$ cat src/rtl/spi_slave.sv
// -----------------------------------------------------------------------------
// spi_slave
//   SPI mode-0 responder. sclk, cs_n and mosi are oversampled in the clk
//   domain through 2-flop synchronisers. MSB-first words are assembled into
//   o_rx_data, and a preloaded word is shifted out on o_miso. Several words
//   may be exchanged back-to-back within one cs_n low period.
//
//   Optional feature: define SPI_SLAVE_ERR_EN to add the sticky o_frame_err
//   output. It flags a deselect that arrives in the middle of a word.
//
// Ports
//   i_clk        system clock; all logic runs on its rising edge
//   i_reset      asynchronous, active-high reset
//   i_sclk       SPI clock from the master (asynchronous)
//   i_cs_n       chip select, active low (asynchronous)
//   i_mosi       master-out data (asynchronous)
//   o_miso       slave-out data, 0 while not selected
//   i_tx_data    word to transmit
//   i_tx_load    one-cycle strobe that writes i_tx_data into the holding reg
//   o_tx_pending holding register written since the last word start
//   o_rx_data    last complete received word
//   o_rx_valid   one-cycle pulse when o_rx_data updates
//   o_busy       high while selected
//   o_frame_err  sticky truncated-frame flag (SPI_SLAVE_ERR_EN only)
// -----------------------------------------------------------------------------
module spi_slave #(
    parameter int WIDTH = 16
) (
    input  logic             i_clk,
    input  logic             i_reset,
    input  logic             i_sclk,
    input  logic             i_cs_n,
    input  logic             i_mosi,
    output logic             o_miso,
    input  logic [WIDTH-1:0] i_tx_data,
    input  logic             i_tx_load,
    output logic             o_tx_pending,
    output logic [WIDTH-1:0] o_rx_data,
    output logic             o_rx_valid,
    output logic             o_busy
`ifdef SPI_SLAVE_ERR_EN
    ,
    output logic             o_frame_err
`endif
);

    localparam int CW = $clog2(WIDTH) + 1;
    localparam logic [CW-1:0] LAST_BIT = CW'(WIDTH - 1);

    typedef enum logic {
        ST_IDLE   = 1'b0,
        ST_ACTIVE = 1'b1
    } state_t;

    state_t r_state;
    state_t w_state_next;

    logic r_sclk_meta, r_sclk_sync, r_sclk_prev;
    logic r_cs_meta, r_cs_sync, r_cs_prev;
    logic r_mosi_meta, r_mosi_sync;

    logic [WIDTH-1:0] r_hold;
    logic [WIDTH-1:0] r_tx_sh;
    logic [WIDTH-1:0] r_rx_sh;
    logic [CW-1:0]    r_bit_cnt;
    logic             r_tx_pending;
    logic             r_word_done;

    logic w_sclk_rise, w_sclk_fall, w_cs_fall, w_cs_rise;
    logic w_word_start, w_word_done, w_shift_in, w_shift_out, w_abort;
    logic [WIDTH-1:0] w_rx_next;

    // Pin synchronisers plus one extra stage on sclk/cs_n for edge detection.
    always_ff @(posedge i_clk or posedge i_reset) begin
        if (i_reset) begin
            r_sclk_meta <= 1'b0;
            r_sclk_sync <= 1'b0;
            r_sclk_prev <= 1'b0;
            r_cs_meta   <= 1'b1;
            r_cs_sync   <= 1'b1;
            r_cs_prev   <= 1'b1;
            r_mosi_meta <= 1'b0;
            r_mosi_sync <= 1'b0;
        end else begin
            r_sclk_meta <= i_sclk;
            r_sclk_sync <= r_sclk_meta;
            r_sclk_prev <= r_sclk_sync;
            r_cs_meta   <= i_cs_n;
            r_cs_sync   <= r_cs_meta;
            r_cs_prev   <= r_cs_sync;
            r_mosi_meta <= i_mosi;
            r_mosi_sync <= r_mosi_meta;
        end
    end

    assign w_sclk_rise = r_sclk_sync & ~r_sclk_prev;
    assign w_sclk_fall = ~r_sclk_sync & r_sclk_prev;
    assign w_cs_fall   = ~r_cs_sync & r_cs_prev;
    assign w_cs_rise   = r_cs_sync & ~r_cs_prev;
    assign w_rx_next   = {r_rx_sh[WIDTH-2:0], r_mosi_sync};

    // FSM state register.
    always_ff @(posedge i_clk or posedge i_reset) begin
        if (i_reset) begin
            r_state <= ST_IDLE;
        end else begin
            r_state <= w_state_next;
        end
    end

    // Next-state and datapath strobes. In ACTIVE a cs_n rise beats any
    // simultaneous sclk edge; a cs_n fall is only seen in IDLE, where sclk
    // edges are ignored.
    always_comb begin
        w_state_next = r_state;
        w_word_start = 1'b0;
        w_word_done  = 1'b0;
        w_shift_in   = 1'b0;
        w_shift_out  = 1'b0;
        w_abort      = 1'b0;
        case (r_state)
            ST_IDLE: begin
                if (w_cs_fall) begin
                    w_state_next = ST_ACTIVE;
                    w_word_start = 1'b1;
                end else begin
                    w_state_next = ST_IDLE;
                end
            end
            ST_ACTIVE: begin
                if (w_cs_rise) begin
                    w_state_next = ST_IDLE;
                    w_abort      = 1'b1;
                end else if (w_sclk_rise) begin
                    w_shift_in = 1'b1;
                    if (r_bit_cnt == LAST_BIT) begin
                        w_word_done  = 1'b1;
                        w_word_start = 1'b1;
                    end else begin
                        w_word_done  = 1'b0;
                    end
                end else if (w_sclk_fall && (r_bit_cnt != {CW{1'b0}})) begin
                    // The fall right after a word boundary is skipped so the
                    // freshly loaded MSB stays on miso for the next rise.
                    w_shift_out = 1'b1;
                end else begin
                    w_shift_out = 1'b0;
                end
            end
            default: begin
                w_state_next = ST_IDLE;
            end
        endcase
    end

    // Shift registers, bit counter, holding register and pending flag.
    always_ff @(posedge i_clk or posedge i_reset) begin
        if (i_reset) begin
            r_hold       <= {WIDTH{1'b0}};
            r_tx_sh      <= {WIDTH{1'b0}};
            r_rx_sh      <= {WIDTH{1'b0}};
            r_bit_cnt    <= {CW{1'b0}};
            r_tx_pending <= 1'b0;
            r_word_done  <= 1'b0;
        end else begin
            if (i_tx_load) begin
                r_hold <= i_tx_data;
            end
            // A load coinciding with a word start bypasses the holding reg.
            if (w_word_start) begin
                r_tx_sh <= i_tx_load ? i_tx_data : r_hold;
            end else if (w_shift_out) begin
                r_tx_sh <= {r_tx_sh[WIDTH-2:0], 1'b0};
            end
            if (w_word_start) begin
                r_tx_pending <= 1'b0;
            end else if (i_tx_load) begin
                r_tx_pending <= 1'b1;
            end
            if (w_abort) begin
                r_rx_sh <= {WIDTH{1'b0}};
            end else if (w_shift_in) begin
                r_rx_sh <= w_rx_next;
            end
            if (w_word_start) begin
                r_bit_cnt <= {CW{1'b0}};
            end else if (w_shift_in) begin
                r_bit_cnt <= r_bit_cnt + CW'(1);
            end
            r_word_done <= w_word_done;
        end
    end

    // Registered outputs; they trail the internal state by one clk.
    always_ff @(posedge i_clk or posedge i_reset) begin
        if (i_reset) begin
            o_miso     <= 1'b0;
            o_busy     <= 1'b0;
            o_rx_valid <= 1'b0;
            o_rx_data  <= {WIDTH{1'b0}};
        end else begin
            o_miso     <= (r_state == ST_ACTIVE) & r_tx_sh[WIDTH-1];
            o_busy     <= (r_state == ST_ACTIVE);
            o_rx_valid <= r_word_done;
            if (r_word_done) begin
                o_rx_data <= r_rx_sh;
            end
        end
    end

    assign o_tx_pending = r_tx_pending;

`ifdef SPI_SLAVE_ERR_EN
    // Sticky truncated-frame flag; a new error takes priority over the clear.
    always_ff @(posedge i_clk or posedge i_reset) begin
        if (i_reset) begin
            o_frame_err <= 1'b0;
        end else if (w_abort && (r_bit_cnt != {CW{1'b0}})) begin
            o_frame_err <= 1'b1;
        end else if (i_tx_load) begin
            o_frame_err <= 1'b0;
        end
    end
`endif

endmodule
$ cat config.mk
export PLATFORM = sky130hd
export DESIGN_NAME = spi_slave
export DESIGN_NICKNAME = d
export VERILOG_FILES = /design/src/rtl/spi_slave.sv
export SDC_FILE = /design/constraint.sdc
export NUM_CORES = 1
export LEC_CHECK = 0
export ABC_CLOCK_PERIOD_IN_PS = 3610
export CORE_AREA = 5 5 59 114
export CTS_CLUSTER_SIZE = 12
export DETAILED_ROUTE_END_ITERATION = 12
export DIE_AREA = 0 0 64 119
export DONT_BUFFER_PORTS = 1
export PLACE_DENSITY = 0.71
export RECOVER_POWER = 25
export SYNTH_ARGS = -nofsm -noshare
export SYNTH_HDL_FRONTEND = slang
export SYNTH_SLANG_ARGS = --single-unit
$ cat constraint.sdc
create_clock -name i_clk -period 3.61 [get_ports i_clk]
set_clock_uncertainty 0.05 [all_clocks]
set_input_delay 0.5415 -clock i_clk [delete_from_list [all_inputs] [get_ports i_clk]]
set_output_delay 0.5415 -clock i_clk [all_outputs]
set_load 0.01 [all_outputs]
Word-level counts from Yosys, hierarchy flattened. Cells that the tools add are included.

$add $sub $neg: 1. Equal/unequal tests: 1. Multiplexer cells: 26. Bitwise logic cells: 10. Reduce and logical (&&, ||, !) cells: 6.

Operators by type and width (number): 16-bit 2-to-1 mux (5); 1-bit 2-to-1 mux (17); 5-bit 2-to-1 mux (2); 2-bit nonzero test (4); 5-bit by 1-bit adder with 5-bit output, second input constant (1); 1-bit bitwise AND (5); 5-bit by 4-bit equality test with 1-bit output, second input constant (1); 1-bit inverter (5); 5-bit nonzero test (1); 1-bit one-hot mux with 2 select lines (2); 1-bit logical AND (1).

Flip-flop bits (word level): 83. Input port bits: 22. Word-level logic and storage cells: 63.

Logic depth before layout (Yosys ltp).
Depth in word-level cells: 9. Depth in mapped cells: 8.

Least setup slack after synthesis. Ideal clock, no wire load.

Path kind: register to register. Start point: reg r_bit_cnt[0]. End point: reg r_tx_sh[2]. Setup time: 0.125 ns. Arrival time: 2.098 ns. Data required time: 3.435 ns. Slack: 1.337 ns. Cell stages (with the launch flop): 8. Clock period less this slack: 2.273 ns. Path through: dfrtp_1 -> ha_1 -> and3_2 -> ha_1 -> and3b_1 -> a31oi_1 -> buf_1 -> mux2_4.

Cells in the longest elaborated chain, start to end: 7. Elaborated cells on any way between the ends: 13. Those cells by class: 1 x eq/ne; 9 x mux; 3 x reduce/logical.

Ends and longest elaborated chain: from (decl) (RTL line 65) `logic [CW-1:0] r_bit_cnt;`; from (signal assigned) (RTL line 162) `r_bit_cnt <= {CW{1'b0}};`; from (signal assigned) (RTL line 186) `r_bit_cnt <= {CW{1'b0}};`; from (signal assigned) (RTL line 188) `r_bit_cnt <= r_bit_cnt + CW'(1);`; parallel branches: the longest is 7 deep, another holds 16-bit 2-to-1 mux; to (signal assigned) (RTL line 160) `r_tx_sh <= {WIDTH{1'b0}};`; to (signal assigned) (RTL line 171) `r_tx_sh <= i_tx_load ? i_tx_data : r_hold;`; to (signal assigned) (RTL line 173) `r_tx_sh <= {r_tx_sh[WIDTH-2:0], 1'b0};`; to (decl) (RTL line 63) `logic [WIDTH-1:0] r_tx_sh;`.

Parallel ways; which one is timed is not known. A chain may end at the register's enable or synchronous reset.

Final worst setup path.
Start point: reg r_bit_cnt[0]. End point: reg r_tx_sh[9].

Same word-level chain as after synthesis.

==> impl_results.md <==
- CTS sink cnt: 83
- Max Cap Violations: 1
- Startpoint Class: register
- RSZ-0062 raised after global routing: no
- Yosys reg bits: 83
- Netlist cell types: 36
- Vias: 1733
- CP Max Fanout: 20
- Failing checks: max-capacitance violations, max-slew violations
- DRT iter0 DRCs: 56
- Slew Viols, Final: 57
- Die W: 64 um
- Power Dens Cells: 634 nW/um2
- Vias per cell: 6.02
- Peak supply drop: 489 uV
- Cell count after synthesis: 220
- FF-to-FF path depth: 7
- Synth top area share: 0.599
- Count of final hold-check violations: 0
- Post-route DRC: 0
- Gr usage total: 0.169
- Post-CTS Hold Fix Bufs: 0
- DIE AREA: 7620 um2
- Slowest CP cell: dfrtp_1
- Post-CTS setup buffer count: 0
- Initial antenna violation count: 0
- Placer Congestion: 0.721
- Post-Syn Area: 3340 um2
- First-pass GRT wire length: 9940 um
- Fillers: 419
- N_diodes: 0
- CTS root buffer: clkbuf_16
- Layout area overhead: 9.84%
- Core area: 5710 um2
- Worst Hold Class: in -> reg
- Largest cells by area after synthesis: dfrtp_1 (60%), mux2_2 (15%), mux2_4 (6.3%)
- Fmax: 413 MHz
- Setup total negative slack: 0 ns
- Syn nets: 245
- Worst Tran Pin Value: 2.34 ns
- Max H-tree Level: 3
- Slowest cell delay on critical path: 0.44 ns
- Critical path endpoint category: register
- Pleak: 0.00174 uW
- Post_cts resized: 0
- CP Class: reg -> reg
- Worst-skew pair later-pin latency: 0.33 ns
- Minimum clock period: 2.42 ns
- Syn avg cell area: 15.2 um2
- Warnings, synthesis: 0
- Detailed Place HPWL: 4100 um
- Row cnt: 39
- Grt ovf: 0
- Die Y: 119 um
- Initial DRT Pass Iterations: 4
- Drt wl/cell: 19.9 um
- Layout net count: 247
- Final std cells w/o fill: 288
- CTS max path bufs: 2
- Outcome: finished, violations left
- Hold path depth: 0
- Initial Util: 0.586
- Top cell by count, worst path: ha_1
- Vias in the first global route: 2046
- Io pins: 42
- Pin count of the biggest net entering global routing: 57
- Fraction of layout cells with a size suffix above 1: 0.352
- Sequential area share after synthesis: 0.622
- CTS Buf Count: 9
- Worst-path clk slew: 0.05 ns
- WP data required: 3.77 ns
- Reg-to-reg slack, setup: 1.19 ns
- Routed Wire Length: 5730 um
- Cells along the critical path: ha_1 -> and3_2 -> ha_1 -> and3b_1 -> a31oi_2 -> buf_4 -> mux2_2
- Yosys top cell by area: dfrtp_1
- ANT nets after route: 0
- Commonest non-fill, non-tap cells in the layout: dfrtp_1 (80), mux2_2 (39), a22o_1 (16)
- CP arrival: 2.58 ns
- Most common cell after layout, fill and taps aside: dfrtp_1
- Tcrit/Tclk final: 0.671
- CTS tree: yes
- Slew margin rel.: -0.571
- IO Port Bufs: 0
- Final setup viols: 0
- DP Cell Count: 272
==> worst max-delay path, delay by kind of cell (launching register included) <==
family / cells / cell delay [ns]
DFF: 1 / 0.44
AOI/OAI and AO/OA: 1 / 0.17
and+or+nand+nor: 2 / 0.44
buffers and inverters: 1 / 0.30
muxes: 1 / 0.37
adders and majority gates: 2 / 0.53
==> flip-flops by register name (all words and copies together) (netlist names), 5 cells and up <==
signal / cells
o_rx_data: 16
r_rx_sh: 16
r_tx_sh: 16
r_hold: 16
r_bit_cnt: 5
==> Yosys cell counts, drive strengths merged <==
cell type / count
dfrtp: 80
mux2: 58
a22o: 16
a21oi: 7
buf: 7
inv: 5
nand2: 5
clkbuf: 4
and3: 3
dfstp: 3
ha: 3
nor2: 3
o21ai: 3
a31oi: 2
mux2i: 2
nand2b: 2
nand3: 2
or3: 2
or4b: 2
a21boi: 1
and2: 1
and2b: 1
and3b: 1
nand3b: 1
nand4: 1
nor2b: 1
nor3b: 1
o21a: 1
o21ba: 1
or4: 1
==> kinds of logic (layout without fill, tap and decap cells) <==
family                     after synthesis  count (layout)  share of synthesized area
adders and majority gates                3               3                     0.0112
DFF                                     83              83                      0.622
and+or+nand+nor                         27              27                     0.0569
muxes                                   60              60                      0.217
buffers and inverters                   16              23                     0.0243
AOI/OAI and AO/OA                       31              31                     0.0681
==> metrics by stage <==
step | setup slack (ns) | hold slack, ns | utilization | instance area (um2) | total power (uW)
after floorplan | 0.887 | 0.281 | - | 3340 | 1430
after global placement | 1.36 | 0.288 | 0.592 | 3380 | 1460
after detailed placement | 1.18 | 0.290 | 0.592 | 3380 | 1490
after CTS | 1.17 | 0.148 | 0.643 | 3670 | 2360
after global routing | 1.07 | 0.141 | 0.643 | 3670 | 2450
final | 1.19 | 0.161 | 0.643 | 3670 | 2330
==> report_power, final <==
group	switching (uW)	total, uW	leakage (uW)	internal, uW
registers	79.1	1140	0.00105	1060
logic	117	334	0.000540	217
clock network	316	856	0.000146	540
==> final timing paths <==
| path | from | endpoint |
|---|---|---|
| worst max-delay path | r_bit_cnt[0] | r_tx_sh[9] |
| worst min-delay path | i_cs_n | r_cs_meta |
| worst max register to register | r_bit_cnt[0] | r_tx_sh[9] |
| worst min register to register | r_mosi_meta | r_mosi_sync |
| max in group asynchronous | i_reset | r_cs_prev |
| min in group asynchronous | i_reset | o_rx_data[4] |
==> layer usage <==
| layer | vias up | GRT usage | part of all wire |
|---|---|---|---|
| met5 | - | 0 | 0 |
| met4 | 0 | 0.0715 | 0.028 |
| met3 | 17 | 0.0565 | 0.046 |
| met2 | 46 | 0.289 | 0.56 |
| met1 | 880 | 0.186 | 0.37 |
| li1 | 790 | - | - |
==> area by class of cell <==
| type | count | area [um2] | share of cell area |
|---|---|---|---|
| timing repair buffer | 2 | 15.0 | 0.00409 |
| tap | 61 | 76.3 | 0.0208 |
| clock inverter | 1 | 5.00 | 0.00136 |
| clock buffer | 15 | 288 | 0.0784 |
| sequential | 83 | 2080 | 0.567 |
| inverter | 5 | 20.0 | 0.00545 |
| multi-input combinational | 121 | 1190 | 0.323 |
Power figures use the tool's default switching activity.
